`src/rtl/regfile_scoreboard.sv`:
```
// Register file with write-through bypass, optional hardwired-zero r0, and
// per-register pending-write counters used by ID for RAW / load-use detection.
module regfile_scoreboard #(
  parameter int DATA_W   = 16,
  parameter int ADDR_W   = 4,
  parameter int NREAD    = 2,
  parameter int CNT_W    = 2,
  parameter int ZERO_REG = 1
) (
  input  logic                    clk,
  input  logic                    rst,
  input  logic [NREAD*ADDR_W-1:0] rd_addr,
  output logic [NREAD*DATA_W-1:0] rd_data,
  output logic [NREAD-1:0]        rd_busy,
  input  logic                    wen,
  input  logic [ADDR_W-1:0]       waddr,
  input  logic [DATA_W-1:0]       wdata,
  input  logic                    issue_valid,
  input  logic [ADDR_W-1:0]       issue_addr,
  output logic                    issue_stall,
  input  logic                    flush,
  output logic                    any_pending
);

  localparam int unsigned     DEPTH   = 2 ** ADDR_W;
  localparam logic [CNT_W-1:0] CNT_MAX = '1;
  localparam logic [CNT_W-1:0] CNT_ONE = CNT_W'(1);

  logic [DATA_W-1:0] regs     [DEPTH];
  logic [CNT_W-1:0]  cnt      [DEPTH];
  logic [CNT_W-1:0]  cnt_next [DEPTH];
  logic              issue_zero;
  logic              write_zero;
  logic              pend_now;

  assign issue_zero = (ZERO_REG != 0) && (issue_addr == '0);
  assign write_zero = (ZERO_REG != 0) && (waddr == '0);

  // A retire to the same register in this cycle frees a slot for the issue.
  assign issue_stall = issue_valid && !issue_zero && (cnt[issue_addr] == CNT_MAX)
                       && !(wen && (waddr == issue_addr));

  always_comb begin
    logic inc;
    logic dec;
    for (int unsigned r = 0; r < DEPTH; r++) begin
      inc = issue_valid && (issue_addr == ADDR_W'(r)) && !issue_stall && !issue_zero;
      dec = wen && (waddr == ADDR_W'(r)) && (cnt[r] != '0);
      cnt_next[r] = cnt[r];
      if (flush)
        cnt_next[r] = '0;
      else if (inc && !dec)
        cnt_next[r] = cnt[r] + CNT_ONE;
      else if (dec && !inc)
        cnt_next[r] = cnt[r] - CNT_ONE;
    end
  end

  always_comb begin
    pend_now = 1'b0;
    for (int unsigned r = 0; r < DEPTH; r++)
      pend_now = pend_now | (cnt[r] != '0);
  end

  always_ff @(posedge clk or negedge rst) begin
    if (!rst) begin
      for (int unsigned r = 0; r < DEPTH; r++) begin
        regs[r] <= '0;
        cnt[r]  <= '0;
      end
      any_pending <= 1'b0;
    end else begin
      for (int unsigned r = 0; r < DEPTH; r++)
        cnt[r] <= cnt_next[r];
      if (wen && !write_zero)
        regs[waddr] <= wdata;
      any_pending <= pend_now;
    end
  end

  for (genvar k = 0; k < NREAD; k++) begin : g_rd
    logic [ADDR_W-1:0] a;
    logic              zero_hit;
    logic              wr_hit;

    assign a        = rd_addr[k*ADDR_W +: ADDR_W];
    assign zero_hit = (ZERO_REG != 0) && (a == '0);
    assign wr_hit   = wen && (waddr == a);

    assign rd_data[k*DATA_W +: DATA_W] = zero_hit ? '0 : (wr_hit ? wdata : regs[a]);
    // The last outstanding write retiring now is satisfied through the bypass.
    assign rd_busy[k] = !zero_hit && (cnt[a] != '0) && !(wr_hit && (cnt[a] == CNT_ONE));
  end

endmodule

```
`config.mk`:
```
export PLATFORM = sky130hd
export DESIGN_NAME = regfile_scoreboard
export DESIGN_NICKNAME = d
export VERILOG_FILES = /design/src/rtl/regfile_scoreboard.sv
export SDC_FILE = /design/constraint.sdc
export NUM_CORES = 1
export LEC_CHECK = 0
export CORE_MARGIN = 2
export CORE_UTILIZATION = 45
export CTS_CLUSTER_DIAMETER = 120
export DETAILED_ROUTE_END_ITERATION = 8
export GPL_TIMING_DRIVEN = 1
export SLEW_MARGIN = 10
export SYNTH_ARGS = -nofsm -noshare
export SYNTH_HDL_FRONTEND = slang
export SYNTH_SLANG_ARGS = --single-unit
```
`constraint.sdc`:
```
create_clock -name clk -period 6.71 [get_ports clk]
set_clock_uncertainty 0.05 [all_clocks]
set_input_delay 1.0065 -clock clk [delete_from_list [all_inputs] [get_ports clk]]
set_output_delay 1.0065 -clock clk [all_outputs]
set_load 0.03 [all_outputs]
```
### After elaboration in Yosys (flattened, before gate mapping)

Cells that the tools add are included.

| word-level totals | value |
|---|---|
| flip-flop bits (word level) | 289 |
| output and inout port bits | 36 |
| logic and storage cells | 399 |

| operators by class | value |
|---|---|
| add/sub/neg operators | 32 |
| magnitude comparators | 5 |
| eq/ne operators | 36 |
| multiplexer cells | 70 |
| bitwise operators | 19 |
| reductions and logical operators | 204 |

Operators with widths:

| kind | number |
|---|---|
| 256-bit bitwise mux | 1 |
| 16-bit two-way mux | 9 |
| 16-bit binary-select mux with 4-bit select | 2 |
| 1-bit logical AND | 126 |
| 2-bit two-way mux | 54 |
| 16-bit demux with 4-bit select | 1 |
| 4-bit equality test (second input constant) | 16 |
| 3-bit nonzero test | 16 |
| 1-bit logical NOT | 40 |
| 2-bit nonzero test | 18 |
| 2-bit by 1-bit adder with 2-bit output (second input constant) | 16 |
| 4-bit by 3-bit equality test with 1-bit output (second input constant) | 8 |
| 2-bit by 1-bit subtractor with 2-bit output (second input constant) | 16 |
| 2-bit binary-select mux with 4-bit select | 3 |
| 5-bit greater-or-equal comparator (second input constant) | 4 |
| 4-bit inverter with 5-bit output | 4 |
| 4-bit by 2-bit equality test with 1-bit output (second input constant) | 4 |
| 4-bit logical NOT | 4 |
| 1-bit bitwise OR | 15 |
| 4-bit equality test | 3 |
| 4-bit by 1-bit equality test with 1-bit output (second input constant) | 2 |
| 5-bit by 1-bit less-than comparator with 1-bit output (second input constant) | 1 |
| 2-bit by 1-bit equality test with 1-bit output (second input constant) | 2 |
| 2-bit equality test (second input constant) | 1 |

### Longest topological paths before layout

| logic depth | value |
|---|---|
| depth in word-level cells | 16 |
| mapped depth | 8 |
| gate-level depth less buffers | 7 |

### Least setup slack after synthesis

Ideal clock, no wire load.

| path | value |
|---|---|
| path type | in2out |
| start | in rd_addr[0] |
| end | out rd_busy[0] |
| arrival time | 2.924 ns |
| data required time | 5.654 ns |
| slack | 2.729 ns |
| cell stages on the path | 8 |
| path buffers | 3 |
| path through | clkbuf_1 > buf_2 > buf_2 > nor3_1 > a211o_1 > o221ai_1 > o311ai_0 > a21oi_1 |

| on the way | value |
|---|---|
| word-level cells in the longest chain between the ends | 8 |
| elaborated cells on any way between the ends | 14 |

Ends and longest elaborated chain:

| what | line | RTL |
|---|---|---|
| start, declared | 12 | `input logic [NREAD*ADDR_W-1:0] rd_addr,` |
| 4-bit inverter with 5-bit output (implied by the code) | 92 | `assign rd_busy[k] = !zero_hit && (cnt[a] != '0) && !(wr_hit && (cnt[a] == CNT_ONE));` |
| 2-bit binary-select mux with 4-bit select | 92 |  |
| 2-bit two-way mux (implied by the code) (2 in series) | 92 |  |
| 2-bit by 1-bit equality test with 1-bit output | 92 |  |
| 1-bit logical AND | 92 |  |
| 1-bit logical NOT | 92 |  |
| 1-bit logical AND (*) | 92 |  |
| end, declared | 14 | `output logic [NREAD-1:0] rd_busy,` |

Mark *: on every way between the ends. The rest lies on a longest branch, timed or not. The select of a mux whose other input is x is not followed.

### Final worst setup path

| path | value |
|---|---|
| start | in rd_addr[3] |
| end | out rd_busy[0] |

Same word-level chain as after synthesis.

==> out/metrics.cfg <==
[clocking]
postCtsSetupBuffers=0
post_cts_resized=0
clk_pin_slew_ps=60
clockRootBuffer=clkbuf_16
cts-htree-levels=2
clock_sinks=289
cts_buffers=34
cts_tree=built
ctsLongestPathBuffers=3
hold_buffers=0
insertion_delay_ps=510

[power_and_ir_drop]
p_leak_nw=7.81
pwr-share-seq_pct=42.5
ir_worst_vdd_uv=180
power_frac_comb_pct=24.8
clkPwrFrac_pct=32.7
p_sw_mw=1.58
switching_share_pct=29.1
p_int_mw=3.86
power_density_mw_per_mm2=289

[layout]
drive_above_1_share_pct=34.1
n_antenna_cell=0
layout_commonest_cell=dfrtp_1
nNetsFinal=1408
final_cell_mix=dfrtp_1, nand2_1, mux2_2
syn2layout_area_growth_pct=12.9
finalInstanceArea_mm2=0.0188

[worst_setup_path]
path_class=primary input to output port
cpPeakStageDelay_ps=640
endpoint_kind=output port
reg2reg_depth=6
required_ps=5650
arrival_ps=4340
slowest_stage=clkdlybuf4s50_1
crit_fanout=20
cpMostUsedCell=clkdlybuf4s50_1
path_cells=clkdlybuf4s50_1 -> buf_4 -> xnor2_1 -> nand3_1 -> or2_2 -> o211a_1 -> o311ai_0 -> a21oi_1 -> clkdlybuf4s50_1
start_kind=primary input

[global_route]
grt-ovfl-total=0
grt_usage_pct=26.6
grt_pass1_wl_mm=76.0
grt_pass1_vias=11900
antenna_found_initial=0
grt_max_degree=157

[placement]
portBuffers=72
dpl_cell_area_mm2=0.0177
dp_hpwl_mm=29.7
gp_congestion=0.845

[detailed_routing]
postRouteAntennaNets=0
wl_per_cell_um=26.8
drc_errors=0
drtPass1Iterations=5
vias=11900
drt_iter0_drc=1099
vias_per_cell=6.37
totalWireLength_mm=49.9

[sta]
slew_viol_final=0
setup_viol=0
slew_headroom_pct=22.4
worstMarginPinSlew_ps=1160
fmax_mhz=185
min_period_ps=5390
fin_tns_setup_ps=0
hold_viol=0
rsz0062_at_grt=no
period_share_pct=80.4

[floorplanning]
die_x_um=196
start_util_pct=45.6
row_count=70
core_mm2=0.0365
die_area_mm2=0.0385
io_pins=73
chipHeight_um=196

[logic_synthesis]
yosys-top-cells-area=dfrtp_1, mux4_2, mux2_2
syn-cell-area_mm2=0.0166
syn_nets=1393
ys_types=52
synth_edf_count=0
synthFlopType=dfrtp_1
synth-seq-cells=289
synthCells=1356
yosysTopAreaCell=dfrtp_1
syn_area_per_cell_um2=12.3
seq_area_frac_synth_pct=43.4
async_flop_share_pct=100
synth_top_area_share_pct=43.4
yosysWarnings=0

[job]
cap_violations=0

[run_status]
status=completed

[worst_hold_path]
min_path_cells=0
hold_path.class=register to register

==> cell type report <==
cell class,instances,area (um2)
well taps,468,586
clock inverters,8,71.3
inverters,5,18.8
multi-input cells,932,8910
fillers,3173,17700
flip-flops and latches,289,7230
clock buffers,49,988
repair buffers,109,996
==> critical path, delay by kind of cell <==
family,cells,cell delay [ps]
xor gates and xnor gates,1,170
AOI/OAI and AO/OA,3,850
and+or+nand+nor,2,750
buffers and inverters,3,1540
==> cells by family (layout without fill, tap and decap cells) <==
group           Yosys count  after routing  share of synthesized area (%)
compound gates          132            132                           5.04
buf+inv                 135            171                           3.30
xor+xnor                 16             16                          0.842
mux                     360            360                           36.3
flops                   289            289                           43.4
simple gates            424            424                           11.1
==> sequential cells by signal, indices dropped and copies added, names as in the netlist <==
name	flops
cnt	32
any_pending	1
regs	256
==> power by group through the flow <==
| stage | clock [mW] | combinational (mW) | sequential [mW] |
|---|---|---|---|
| finish | 1.78 | 1.35 | 2.31 |
| global route | 1.89 | 1.44 | 2.35 |
| CTS | 1.81 | 1.36 | 2.30 |
| detailed placement | 0 | 1.35 | 2.33 |
| global placement | 0 | 1.33 | 2.31 |
| floorplan | 0 | 0.983 | 2.26 |
==> per-stage QoR <==
stage	hold WS, ps	instances	total power [mW]	setup WS [ps]	util (%)
floorplan	391	1356	3.24	2730	-
global placement	327	1803	3.64	1410	48.6
detailed placement	333	1803	3.69	1360	48.6
CTS	347	1860	5.48	1350	51.5
global route	357	1860	5.69	1200	51.5
finish	343	1860	5.44	1320	51.5
==> layer usage <==
layer	vias up	share of wire [%]	global-route usage (%)
li1	5043	-	-
met1	6238	42	38.2
met2	499	47	41.6
met3	72	8.5	5.11
met4	0	2.3	7.35
met5	-	0	0
==> synth_stat cells, drive strengths merged (3+ instances only) <==
cell type	count
mux2	182
nor4	6
nand3	23
nand4	6
mux4	176
nand2	290
dfrtp	289
a21o	4
nand3b	5
nor2b	8
o21ai	19
a22oi	4
and3	5
o32ai	3
xor2	6
and2	6
a311oi	3
buf	29
a31oi	7
inv	5
xnor2	10
a211oi	8
nor2	33
a211o	4
o311ai	4
o211ai	4
nor3b	12
nor3	12
a21oi	64
nand2b	10
clkbuf	101
or2	3
==> path summary, 6_finish.rpt <==
kind / from / end / slack (ps)
setup / recovery: rd_addr[3] / rd_busy[0] / 1320
hold / removal: regs[254] / regs[254] / 340
setup reg to reg: cnt[15] / cnt[5] / 3740
hold reg to reg: regs[254] / regs[254] / 340
max in group asynchronous: rst / cnt[13] / 4860
min in group asynchronous: rst / cnt[22] / 380
(Power assumes the default switching activity.)
